`src/rtl/fetch_redirect_ctrl_pkg.sv`:
```
// Shared fetch-unit definitions: redirect sources, controller states, reset PC
// and fetch-group size, and the redirect request payload.
package fetch_redirect_ctrl_pkg;

  localparam logic [31:0] RESET_PC    = 32'hBFC0_0000;
  localparam int unsigned FETCH_BYTES = 8;
  localparam int unsigned PC_W        = 32;

  // Encoding matches the redirSrc output: 0 none, 1 if3, 2 bru, 3 exc.
  typedef enum logic [1:0] {
    SRC_NONE = 2'd0,
    SRC_IF3  = 2'd1,
    SRC_BRU  = 2'd2,
    SRC_EXC  = 2'd3
  } redirect_src_t;

  typedef enum logic [1:0] {
    ST_BOOT = 2'd0,
    ST_RUN  = 2'd1,
    ST_WAIT = 2'd2
  } fetch_state_t;

  typedef struct packed {
    logic              valid;
    redirect_src_t     src;
    logic [PC_W-1:0]   pc;
  } redirect_t;

endpackage

```
`src/rtl/fetch_redirect_ctrl_redirect_prio_sel.sv`:
```
// Priority mux over the redirect sources: exc > bru > if3.
// IF3 redirects are ignored while waiting on an uncancellable miss.
// Ports: excRedirect/excPC, bruRedirect/bruPC, if3Redirect/if3PC requests,
//        state (controller state), sel (chosen redirect, valid=0 if none).
module redirect_prio_sel
  import fetch_redirect_ctrl_pkg::*;
(
  input  logic         excRedirect,
  input  logic [31:0]  excPC,
  input  logic         bruRedirect,
  input  logic [31:0]  bruPC,
  input  logic         if3Redirect,
  input  logic [31:0]  if3PC,
  input  fetch_state_t state,
  output redirect_t    sel
);

  always_comb begin
    sel = '0;
    if (excRedirect) begin
      sel.valid = 1'b1;
      sel.src   = SRC_EXC;
      sel.pc    = excPC;
    end else if (bruRedirect) begin
      sel.valid = 1'b1;
      sel.src   = SRC_BRU;
      sel.pc    = bruPC;
    end else if (if3Redirect && (state != ST_WAIT)) begin
      sel.valid = 1'b1;
      sel.src   = SRC_IF3;
      sel.pc    = if3PC;
    end
  end

endmodule

```
`src/rtl/fetch_redirect_ctrl.sv`:
```
// Fetch PC owner: picks the next IF1 request from redirects or sequential
// fetch, parks a redirect behind an in-flight ICache miss and drops the stale
// response when it returns.
// Ports: clk, rst (sync, active-high); excRedirect/excPC, bruRedirect/bruPC,
//        if3Redirect/if3PC redirect sources; pauseReq holds fetch;
//        icacheReady/icacheRespValid from the ICache; fetchReq/fetchPC to IF1;
//        flushFrontend, dropResp, redirSrc status (combinational).
module fetch_redirect_ctrl #(
  parameter logic [31:0] RESET_PC    = fetch_redirect_ctrl_pkg::RESET_PC,
  parameter int unsigned FETCH_BYTES = fetch_redirect_ctrl_pkg::FETCH_BYTES
) (
  input  logic        clk,
  input  logic        rst,
  input  logic        excRedirect,
  input  logic [31:0] excPC,
  input  logic        bruRedirect,
  input  logic [31:0] bruPC,
  input  logic        if3Redirect,
  input  logic [31:0] if3PC,
  input  logic        pauseReq,
  input  logic        icacheReady,
  input  logic        icacheRespValid,
  output logic        fetchReq,
  output logic [31:0] fetchPC,
  output logic        flushFrontend,
  output logic        dropResp,
  output logic [1:0]  redirSrc
);

  import fetch_redirect_ctrl_pkg::*;

  fetch_state_t  state_q;
  logic [31:0]   pc_q;
  logic [31:0]   pend_pc_q;
  redirect_src_t pend_src_q;

  redirect_t     sel;
  logic          repl;
  logic [31:0]   pc_step;

  redirect_prio_sel u_sel (
    .excRedirect (excRedirect),
    .excPC       (excPC),
    .bruRedirect (bruRedirect),
    .bruPC       (bruPC),
    .if3Redirect (if3Redirect),
    .if3PC       (if3PC),
    .state       (state_q),
    .sel         (sel)
  );

  // A group starting at pc[2]=1 holds one instruction; step realigns to 8B.
  assign pc_step = pc_q[2] ? 32'd4 : 32'(FETCH_BYTES);
  assign fetchPC = pc_q;

  // Request/flush/drop decode; everything is quiet while rst is held.
  always_comb begin
    fetchReq      = 1'b0;
    flushFrontend = 1'b0;
    dropResp      = 1'b0;
    redirSrc      = 2'd0;
    repl          = 1'b0;
    if (!rst) begin
      case (state_q)
        ST_RUN: begin
          fetchReq = !pauseReq && !sel.valid;
          if (sel.valid) begin
            flushFrontend = 1'b1;
            redirSrc      = 2'(sel.src);
            dropResp      = icacheRespValid;
          end
        end
        ST_WAIT: begin
          dropResp = icacheRespValid;
          // exc overrides anything; bru overrides everything except exc.
          repl = sel.valid && ((sel.src == SRC_EXC) || (pend_src_q != SRC_EXC));
          if (repl) begin
            flushFrontend = 1'b1;
            redirSrc      = 2'(sel.src);
          end
        end
        default: ;
      endcase
    end
  end

  // State, PC and pending-redirect registers.
  always_ff @(posedge clk) begin
    if (rst) begin
      state_q    <= ST_BOOT;
      pc_q       <= RESET_PC;
      pend_pc_q  <= '0;
      pend_src_q <= SRC_NONE;
    end else begin
      case (state_q)
        ST_BOOT: state_q <= ST_RUN;
        ST_RUN: begin
          if (sel.valid) begin
            if (icacheReady) begin
              pc_q <= sel.pc;
            end else begin
              pend_pc_q  <= sel.pc;
              pend_src_q <= sel.src;
              state_q    <= ST_WAIT;
            end
          end else if (fetchReq && icacheReady) begin
            pc_q <= pc_q + pc_step;
          end
        end
        ST_WAIT: begin
          if (repl) begin
            pend_pc_q  <= sel.pc;
            pend_src_q <= sel.src;
          end
          if (icacheReady) begin
            pc_q       <= repl ? sel.pc : pend_pc_q;
            pend_src_q <= SRC_NONE;
            state_q    <= ST_RUN;
          end
        end
        default: state_q <= ST_BOOT;
      endcase
    end
  end

endmodule

```
`config.mk`:
```
export PLATFORM = sky130hd
export DESIGN_NAME = fetch_redirect_ctrl
export DESIGN_NICKNAME = d
export VERILOG_FILES = /design/src/rtl/fetch_redirect_ctrl_pkg.sv /design/src/rtl/fetch_redirect_ctrl_redirect_prio_sel.sv /design/src/rtl/fetch_redirect_ctrl.sv
export SDC_FILE = /design/constraint.sdc
export NUM_CORES = 1
export LEC_CHECK = 0
export CAP_MARGIN = 20
export CORE_ASPECT_RATIO = 1.2
export CORE_MARGIN = 1
export CORE_UTILIZATION = 40
export CTS_CLUSTER_DIAMETER = 100
export DETAILED_ROUTE_END_ITERATION = 10
export PLACE_DENSITY = 0.68
export SLEW_MARGIN = 20
export SYNTH_ARGS = -nofsm -noshare
export SYNTH_HDL_FRONTEND = slang
export SYNTH_HIERARCHICAL = 1
export SYNTH_SLANG_ARGS = --single-unit
```
`constraint.sdc`:
```
create_clock -name clk -period 3.05 [get_ports clk]
set_input_delay 0.7625 -clock clk [delete_from_list [all_inputs] [get_ports clk]]
set_output_delay 0.7625 -clock clk [all_outputs]
set_load 0.01 [all_outputs]
```
* Word level (Yosys, flattened, before mapping) *
Cells that the tools add are included.

storage, ports and cells
  flip-flop bits (word level) = 68
  input bits = 104
  output and inout bits = 37

cells by class
  add/subtract/negate cells = 1
  eq/ne operators = 11
  multiplexer cells = 37
  reduce and logical (&&, ||, !) cells = 13

operators with widths
  cell                                                              count
  32-bit 2-to-1 mux                                                 7
  32-bit case mux with 2 select lines                               2
  35-bit 2-to-1 mux                                                 3
  32-bit by 4-bit adder with 32-bit output                          1
  2-bit 2-to-1 mux                                                  10
  2-bit inequality test (second input constant)                     5
  1-bit 2-to-1 mux                                                  9
  3-bit inequality test (second input constant)                     3
  2-bit case mux with 2 select lines                                2
  4-bit AND reduction                                               2
  2-bit case mux with 3 select lines                                1
  3-bit AND reduction                                               2
  2-bit == test (second input constant)                             2
  1-bit logical AND                                                 4
  4-bit 2-to-1 mux                                                  1
  1-bit case mux with 2 select lines                                2
  2-bit by 1-bit == test with 1-bit output (second input constant)  1
  1-bit logical NOT                                                 2
  2-bit logical NOT                                                 1
  2-bit nonzero test                                                1
  1-bit logical OR                                                  1

* Longest topological paths before layout *
  depth after elaboration = 13
  mapped depth = 13
  depth with buffers taken out = 8

* Modules after synthesis *
The synthesis kept the hierarchy.

modules (own cells, without submodules)
  module               times used  cells an instance  area an instance (µm²)
  fetch_redirect_ctrl  1           584                4381.7
  redirect_prio_sel    1           117                653.1

* Worst setup path before layout *
Ideal clock, no wire load.

  path type = input -> output
  start point = input port excRedirect
  end point = output port dropResp
  arrival = 2.311 ns
  data required time = 2.288 ns
  path slack = -0.024 ns
  stages on the path = 9
  buffers on the path = 5
  path through = buf_6 nor2_4 buf_2 nand2_1 buf_2 buf_1 clkbuf_1 a21oi_1 nor3_1

RTL lines
  item                line                       RTL
  start: declaration  fetch_redirect_ctrl.sv:14  input logic excRedirect,
  end: declaration    fetch_redirect_ctrl.sv:26  output logic dropResp,

==> flow_summary.toml <==
[sta]
relSlewSlack = 0.5142
report.final.hold_viol_count = 0
worst_slew_pin_slew_ps = 722.7
fin_skew_ps = 10.99
timing.fmax_mhz = 333.8
fin_crit_sh = 0.9821
slew_violations = 0
setup_viol = 0
whs_ps = 453.0
setup_tns_ps = 0
period_minus_slack_ps = 2996

[critical_path]
worstSetupPathType = "input port to primary output"
cp_max_fo = 3
critPathRequiredTime_ps = 2290
reg2reg_depth = 11
arrival_ps = 2230
critPathLaunchType = "input port"
end_kind = "primary output"

[power]
intPower_mw = 2.656
power_frac_comb = 0.428
powerDensity_mw_per_mm2 = 593.6
vdd_drop_max_v = 0.0003079
p_switching_mw = 1.648
clkPwrFrac = 0.272
seq_power_share = 0.300
p_sw_frac = 0.3829
power_mw = 4.305
p_leak_nw = 2.688

[logic_synthesis]
synth_area_per_cell_um2 = 7.182
synth_top_family_by_area = "compound AO/OA/AOI/OAI gates"
synth_common_cells = "nand2_1 (144), dfxtp_1 (68), a21oi_1 (63), o21ai_1 (41)"
synth_xor_area_frac = 0.01392
async_flop_share = 0
ys_ff_latch = 68
synth_top_area_frac = 0.2704
synth_compound_area_frac = 0.3273
synth_edf_count = 0
synthSimpleGateAreaFrac = 0.2408
synth_fa_ha_area_frac = 0.01491
yosys-top-cells-area = "dfxtp_1 (27%), nand2_1 (11%), a21oi_1 (6.3%), a22oi_1 (4.8%), o21ai_1 (4.1%)"
synth.distinct_cells = 67
synth.most_common_cell = "nand2_1"
syn_inst = 701
synth_ff_type = "dfxtp_1"
ys_warn_count = 6
synth_mux_area_frac = 0.05890
netlist_area_mm2 = 0.005035
ys_seq_area_frac = 0.2704
synth_nets = 811
synth_top_cell_by_area = "dfxtp_1"

[floorplan]
row_count = 44
core-area_mm2 = 0.01217
die_h_um = 124.9
die-area_mm2 = 0.01304
ioPinCount = 141
start_util = 0.4138
die_w_um = 104.4

[run_status]
outcome = "finished, final reports clean"

[grt]
antenna_found_initial = 0
use_met3 = 0.04762
grt_use_met1 = 0.3821
grt_pass1_vias = 5663
grt_overflow_total = 0
grt_pass1_wl_um = 29920
grt_busiest_layer = "met2"
gr-usage-met2 = 0.4745
grt_max_degree = 36
globalRouteTotalUtil = 0.2880

[drt]
initialDrtViolationCount = 423
via_count = 6049
totalWireLength_um = 18900
firstDrtPassIters = 7
routed_via_density = 5.861
drc = 0
ant_nets = 0
routedWlPerCell_um = 18.31

[flow_run]
maxCapViolations = 0

[finish]
diodes = 0
final_util = 0.5961
final_area_mm2 = 0.007252
synthToLayoutAreaGrowth_pct = 44.04
drive_above_1_share = 0.1297
final_nets = 976
fillers = 1140

[clock_network]
clk_latency_ps = 350
cts-root-buf = "clkbuf_16"
cts_buffers = 9
cts_tree = "yes"
htreeDepth = 3
path_clk_slew_ps = 60
numClockSinks = 68
cts_max_path_buffers = 2

[placed_design]
port_buffers = 140
dpl-instance-area_mm2 = 0.006907
hpwl_um = 14080
globalplace.congestion = 0.9159

[min_path]
hp-class = "register to register"
hold_depth = 2
[cells in the final DEF (no fill, tap or decap), types with 7 or more instances in the layout]
cell	instances
a21oi_1	62
clkbuf_16	9
o21ai_1	42
o211ai_1	11
mux2_1	11
mux2i_1	15
nor2_1	33
nand3_1	19
inv_1	15
buf_4	65
o21a_1	7
clkdlybuf4s50_1	133
dfxtp_1	68
a211oi_1	11
nor3_1	16
a22oi_1	32
o21ai_0	32
nand4_1	12
nand2_1	144
[through the flow]
| step | setup slack [ps] | std cells |
|---|---|---|
| floorplan | 40.88 | 701 |
| global route | -1.730 | 1032 |
| detailed placement | -439.1 | 1011 |
| global placement | -371.2 | 1011 |
| finish | 54.45 | 1032 |
| CTS | 37.34 | 1032 |
[area by class of cell]
cell class / instances / area (µm²) / share of cell area
multi-input combinational: 558 / 3313 / 0.4569
sequential: 68 / 1361 / 0.1877
timing repair buffer: 211 / 1982 / 0.2733
tap: 161 / 201.4 / 0.02778
clock inverter: 6 / 87.58 / 0.01208
clock buffer: 10 / 239.0 / 0.03295
inverter: 18 / 67.56 / 0.009317
[cells by family (layout without fill, tap and decap cells)]
group | count (synthesis) | count (layout)
buffers and inverters | 75 | 245
muxes | 28 | 28
xor gates and xnor gates | 8 | 8
and+or+nand+nor | 261 | 261
DFF | 68 | 68
adders and majority gates | 6 | 6
AOI/OAI and AO/OA | 255 | 255
[critical path, stage by stage]
cell             delay [ps]
clkdlybuf4s50_1         480
o21ai_2                  80
o21bai_1                180
and2_1                  170
o21ai_1                  80
a21oi_2                 200
and2_1                  150
buf_2                   130
[flip-flops by register name (all words and copies together) (netlist names)]
register    flops
state_q         2
pend_pc_q      32
fetchPC        32
pend_src_q      2
[what timing repair did]
| item | 4_1_cts | 5_1_grt |
|---|---|---|
| pin swaps | 5 | 4 |
| endpoints found under the setup margin | 5 | 4 |
| gates resized for setup | 15 | 4 |
| hold buffers | 0 | 0 |
| buffers inserted | 5 | 0 |
[power groups by stage]
stage	clock (mW)	combinational [mW]	sequential, mW
finish	1.17	1.84	1.29
global placement	0	1.78	1.29
CTS	1.17	1.82	1.29
global route	1.20	2.00	1.32
floorplan	0	1.01	1.29
detailed placement	0	1.81	1.30
[worst paths after layout]
path                                                start                        end  slack [ps]
worst max-delay path                          if3Redirect                redirSrc[1]          50
worst min-delay path            pend_pc_q[7]$_SDFFE_PP0P_  pend_pc_q[7]$_SDFFE_PP0P_         450
worst max register to register    state_q[1]$_SDFFE_PP0P_   fetchPC[15]$_SDFFE_PP0P_         530
worst min register to register  pend_pc_q[7]$_SDFFE_PP0P_  pend_pc_q[7]$_SDFFE_PP0P_         450
[metal layers]
metal,routed length [µm],share of wire
met1,8267,0.44
met2,8905,0.47
met3,1383,0.073
met4,340,0.018
met5,0,0
(Power assumes the default switching activity.)
